### config.mk
export PLATFORM = sky130hd
export DESIGN_NAME = mem_write_ctrl
export DESIGN_NICKNAME = d
export VERILOG_FILES = /design/src/rtl/mem_write_ctrl.sv
export SDC_FILE = /design/constraint.sdc
export NUM_CORES = 1
export LEC_CHECK = 0
export BUFFER_PORTS_ARGS = -buffer_cell sky130_fd_sc_hd__buf_2
export CORE_AREA = 2 2 74 94
export CTS_CLUSTER_DIAMETER = 30
export DETAILED_ROUTE_END_ITERATION = 8
export DIE_AREA = 0 0 76 96
export GPL_TIMING_DRIVEN = 0
export PLACE_DENSITY = 0.65
export SETUP_SLACK_MARGIN = 0.3
export SYNTH_ARGS = -nofsm -noshare
export SYNTH_HDL_FRONTEND = slang
export SYNTH_SLANG_ARGS = --single-unit
### constraint.sdc
create_clock -name clk_mem -period 2.8 [get_ports clk_mem]
set_input_delay 0.84 -clock clk_mem [delete_from_list [all_inputs] [get_ports clk_mem]]
set_output_delay 0.84 -clock clk_mem [all_outputs]
set_load 0.01 [all_outputs]
### src/rtl/mem_write_ctrl.sv
// rtl/mem_write_ctrl.sv - packs FIFO bytes into 32-bit words and issues acked memory writes
module mem_write_ctrl #(
    parameter int          ADDR_W    = 8,
    parameter int unsigned BASE_ADDR = 0
) (
    input  logic              clk_mem,
    input  logic              reset_n,
    input  logic              enable,
    input  logic              flush,
    input  logic              fifo_empty,
    input  logic [7:0]        fifo_data,
    output logic              fifo_rd_en,
    output logic              mem_req,
    output logic [ADDR_W-1:0] mem_addr,
    output logic [31:0]       mem_wdata,
    output logic [3:0]        mem_be,
    input  logic              mem_ack,
    output logic              busy,
    output logic [15:0]       word_count
);

    typedef enum logic [1:0] {
        IDLE  = 2'd0,
        FILL  = 2'd1,
        WRITE = 2'd2
    } state_t;

    localparam logic [ADDR_W-1:0] BASE = ADDR_W'(BASE_ADDR);

    state_t     state;
    state_t     state_nxt;
    logic [1:0] byte_cnt;
    logic       pop;
    logic       do_flush;
    logic       do_ack;

    // A pop always wins over a flush in the same cycle; the flush is re-evaluated next edge.
    assign pop        = (state == FILL) && enable && !fifo_empty;
    assign do_flush   = (state == FILL) && !pop && flush && (byte_cnt != 2'd0);
    assign do_ack     = (state == WRITE) && mem_ack;
    assign fifo_rd_en = pop;
    assign mem_req    = (state == WRITE);
    assign busy       = (state != IDLE);

    always_ff @(posedge clk_mem or negedge reset_n) begin
        if (!reset_n) begin
            state <= IDLE;
        end else begin
            state <= state_nxt;
        end
    end

    always_comb begin
        state_nxt = state;
        case (state)
            IDLE: begin
                if (enable) begin
                    state_nxt = FILL;
                end
            end
            FILL: begin
                if (pop && (byte_cnt == 2'd3)) begin
                    state_nxt = WRITE;
                end else if (do_flush) begin
                    state_nxt = WRITE;
                end else if (!enable && (byte_cnt == 2'd0)) begin
                    state_nxt = IDLE;
                end
            end
            WRITE: begin
                if (mem_ack) begin
                    state_nxt = enable ? FILL : IDLE;
                end
            end
            default: state_nxt = IDLE;
        endcase
    end

    always_ff @(posedge clk_mem or negedge reset_n) begin
        if (!reset_n) begin
            byte_cnt   <= 2'd0;
            mem_wdata  <= 32'd0;
            mem_be     <= 4'd0;
            mem_addr   <= BASE;
            word_count <= 16'd0;
        end else begin
            if (pop) begin
                mem_wdata[{byte_cnt, 3'b000} +: 8] <= fifo_data;
                byte_cnt <= byte_cnt + 2'd1;
                if (byte_cnt == 2'd3) begin
                    mem_be <= 4'b1111;
                end
            end else if (do_flush) begin
                // Enables only the lanes captured so far: 1 byte -> 0001, 2 -> 0011, 3 -> 0111.
                mem_be <= (4'b0001 << byte_cnt) - 4'b0001;
            end
            if (do_ack) begin
                mem_addr  <= mem_addr + ADDR_W'(1);
                byte_cnt  <= 2'd0;
                mem_wdata <= 32'd0;
                mem_be    <= 4'd0;
                if (word_count != 16'hFFFF) begin
                    word_count <= word_count + 16'd1;
                end
            end
        end
    end

endmodule
[Word level (Yosys, flattened, before mapping)]
Cells that the tools add are included.
Operators by class
  add/subtract/negate cells: 5
  equal/unequal tests: 8
  shifts and indexed selects: 3
  mux-type cells: 16
  reduce and logical (&&, ||, !) cells: 20
Operators with widths (number)
  $mux W32: 2
  $bwmux W32: 1
  $shift A8 B7 Y32 const A: 1
  $shiftx A8 B7 Y32: 1
  $add A16 B1 Y16 const B: 1
  $mux W4: 4
  $ne A16 B16 Y1 const B: 1
  $mux W2: 7
  $add A8 B1 Y8 const B: 1
  $logic_and A1 B1 Y1: 8
  $neg A5 Y7: 1
  $pmux W2 S3: 1
  $reduce_bool A2 Y1: 3
  $eq A2 B2 Y1 const B: 2
  $logic_not A2 Y1: 2
  $ne A4 B2 Y1 const B: 1
  $reduce_and A2 Y1: 2
  $shl A1 B2 Y4 const A: 1
  $sub A4 B1 Y4 const B: 1
  $logic_not A1 Y1: 3
  $ne A3 B1 Y1 const B: 1
  $reduce_and A3 Y1: 1
  $reduce_bool A3 Y1: 1
  $add A2 B1 Y2 const B: 1
  other kinds (4): 4
Storage, ports and cells
  flip-flop bits (word level): 64
  output and inout bits: 63
  word-level logic and storage cells: 58

[Longest topological paths before layout]
  depth in word-level cells: 10
  gate-level depth with buffers: 6
  depth with buffers taken out: 6

[Least setup slack after synthesis]
OpenSTA, ideal clock, no wires.
  path type: input port to output port
  start: in fifo_empty
  end: out fifo_rd_en
  arrival time: 1.344 ns
  data required time: 1.960 ns
  slack: 0.616 ns
  stages: 2
  path buffers: 1
  path through: and4bb_2 buf_2
On the way
  longest elaborated chain between the ends: 2
RTL lines
  start, declared: line 10  | input logic fifo_empty,
  $logic_not A1 Y1: line 38  | assign pop = (state == FILL) && enable && !fifo_empty;
  $logic_and A1 B1 Y1: line 38
  end, declared: line 12  | output logic fifo_rd_en,
Every way passes these cells.

[Final worst setup path]
Same ends and word-level chain as after synthesis.

==> results.sh <==
export IMPL_power_density_nw_per_um2=894
export IMPL_synth_top_family_by_area="simple AND/OR/NAND/NOR gates"
export IMPL_p_leak_nw=1.85
export IMPL_synth_compound_area_share=0.122
export IMPL_syn_nets=271
export IMPL_antennaDiodeCount=0
export IMPL_clkSinkCount=64
export IMPL_cts_buffer_depth=2
export IMPL_root_buffer="clkbuf_8"
export IMPL_start_util=0.443
export IMPL_tightest_slew_ns=0.822
export IMPL_rsz0062_at_grt="false"
export IMPL_syn_inst=249
export IMPL_synth_top_cell_area_share=0.565
export IMPL_gp_congestion=0.860
export IMPL_ys_seq_elements=64
export IMPL_drc=0
export IMPL_status="complete, no violations"
export IMPL_ys_types=44
export IMPL_syn_avg_cell_area_um2=11.4
export IMPL_vias=2245
export IMPL_drt_iter0_drc=96
export IMPL_place_port_buffers=76
export IMPL_crit_path_start_kind="primary input"
export IMPL_setup_tns_ns=0
export IMPL_relSlewSlack=0.450
export IMPL_clkSlewWorstSetupHoldPaths_ns=0.08
export IMPL_synth_adder_area_share=0.0353
export IMPL_yosys_area_top_type="dfrtp_1"
export IMPL_maxSlewViolCount=0
export IMPL_grt_max_degree=65
export IMPL_syn_area_um2=2840
export IMPL_hold_violations=0
export IMPL_grt_util_all_layers=0.183
export IMPL_fin_crit_sh=0.879
export IMPL_grt_pass1_wl_um=10400
export IMPL_ant_nets=0
export IMPL_grt_overflow=0
export IMPL_grt_pass1_vias=2208
export IMPL_vias_per_cell=5.25
export IMPL_synth_seq_area_share=0.565
export IMPL_synthXorXnorAreaFrac=0.0587
export IMPL_skew_ns=0.0118
export IMPL_hold_slack_ns=0.465
export IMPL_hold_buffers=0
export IMPL_synthToLayoutAreaGrowth_pct=25.4
export IMPL_synth_ff_type="dfrtp_1"
export IMPL_async_flop_share=1.00
export IMPL_rows=33
export IMPL_hold_path_class="reg -> reg"
export IMPL_r2r_setup_slack_ns=0.59
export IMPL_post_cts_setup_buffer_count=0
export IMPL_synthTopCellsByArea="dfrtp_1 56%, a22o_1 6.8%, nand2_1 5.3%"
export IMPL_htree_levels=3
export IMPL_synth_mux_area_frac=0.0172
export IMPL_maxCapViolations=0
export IMPL_finalCriticalPeriod_ns=2.46
export IMPL_critPathRequiredTime_ns=1.96
export IMPL_hpwl_um=4580
export IMPL_ys_warn_count=0
export IMPL_fin_nets=358
export IMPL_antenna_found_initial=0
export IMPL_irDropWorstVdd_uv=509
export IMPL_critical_path_peak_fanout=10
export IMPL_dieWidth_um=76
export IMPL_synthSimpleGateAreaFrac=0.178
export IMPL_dieHeight_um=96
export IMPL_die_area_um2=7300
export IMPL_wl_per_cell_um=15.1
export IMPL_critical_path_class="in -> out"
export IMPL_cts_tree="yes"
export IMPL_coreArea_um2=6400
export IMPL_wl_um=6460
export IMPL_clkLatencyLatePin_ns=0.34
export IMPL_drive_gt1_frac=0.323
export IMPL_synth_edf_count=0
export IMPL_cp_end_kind="primary output"
export IMPL_arrival_ns=1.62
export IMPL_dr_pass1_iters=4
export IMPL_finalSetupViolCount=0
export IMPL_fmax_mhz=406
export IMPL_io_pins=77
export IMPL_cts_made_buffers=9
==> per-stage QoR <==
stage | setup WS, ns | total power, mW | cells | utilization | cell area (µm²)
global placement | 0.284 | 2.28 | 412 | 0.519 | 3320
finish | 0.339 | 3.18 | 428 | 0.555 | 3550
global route | 0.309 | 3.38 | 428 | 0.555 | 3550
floorplan | 0.616 | 1.91 | 249 | - | 2840
detailed placement | 0.289 | 2.31 | 412 | 0.520 | 3330
CTS | 0.349 | 3.22 | 428 | 0.555 | 3550
==> registers in the layout, indices dropped and copies added (netlist names) <==
| name | count |
|---|---|
| byte_cnt | 2 |
| mem_addr | 8 |
| mem_be | 4 |
| mem_wdata | 32 |
| state | 2 |
| word_count | 16 |
==> metal layers <==
layer,global-route usage,vias up,share of wire
met1,0.221,1087,0.44
met3,0.0347,15,0.048
met4,0.124,0,0.025
met5,0,-,0
li1,-,1068,-
met2,0.301,75,0.49
==> where the power goes <==
part,switching [mW],internal (mW),leakage [nW],total (mW)
Clock,0.388,0.510,0.107,0.898
Combinational,0.535,0.421,0.872,0.955
Sequential,0.177,1.15,0.867,1.33
Total,1.10,2.08,1.85,3.18
==> timing repair <==
item	CTS	global route
hold endpoints to repair	0	0
resized for setup	1	0
setup endpoints to repair	1	0
==> path summary, 6_finish.rpt <==
check,startpoint,end,cells after the start
setup / recovery,fifo_empty,fifo_rd_en,4
hold / removal,mem_addr[7],mem_addr[7],1
setup reg to reg,byte_cnt[0],mem_wdata[0],5
hold reg to reg,mem_addr[7],mem_addr[7],1
max in group asynchronous,reset_n,mem_wdata[26],1
min in group asynchronous,reset_n,mem_addr[0],1
==> critical path, stage by stage <==
cell and delay [ns]:
buf_2 0.10, and4bb_2 0.34, buf_4 0.19, buf_2 0.15
==> placed cells by master (no fill, tap or decap), types with 3 or more instances in the layout <==
master and instances:
a21oi_1 5, a22o_1 22, and3_1 4, buf_2 75, clkbuf_1 3, clkbuf_8 9, dfrtp_1 64, ha_1 8
inv_1 6, inv_6 3, mux2_2 3, nand2_1 40, nand3_1 11, nand4_1 5, nor2_1 9, nor3_1 4
o21ai_0 9, xnor2_1 12, xor2_1 7
==> cell usage after synthesis (2+ instances only) <==
library cell / n
nand4_1: 5
ha_1: 8
xnor2_1: 12
nand2_1: 40
nor2_1: 9
nor3_1: 4
dfrtp_1: 64
nor4_1: 2
a32oi_1: 2
buf_6: 2
o31ai_1: 2
nor4b_2: 2
and4_1: 2
or2_2: 2
a21oi_1: 5
buf_1: 2
clkbuf_1: 3
nand3_1: 11
xor2_1: 7
mux2_2: 3
nand3b_1: 2
and3_1: 4
a22o_1: 22
inv_1: 6
o21ai_0: 9
==> final cells by class <==
class	instances	area (µm²)
repair buffers	76	383
multi-input cells	171	1160
inverters	6	22.5
clock inverters	7	101
clock buffers	9	124
fillers	553	2850
plain buffers	8	48.8
flip-flops and latches	64	1600
well taps	87	109
==> kinds of logic (layout without fill, tap and decap cells) <==
group                    Yosys count  after routing
AND/OR/NAND/NOR                   94             94
flip-flops                        64             64
AO/OA/AOI/OAI                     46             46
XOR/XNOR                          19             19
buffers and inverters             14            106
adder cells (fa/ha/maj)            8              8
multiplexers                       4              4
Power figures use the tool's default switching activity.
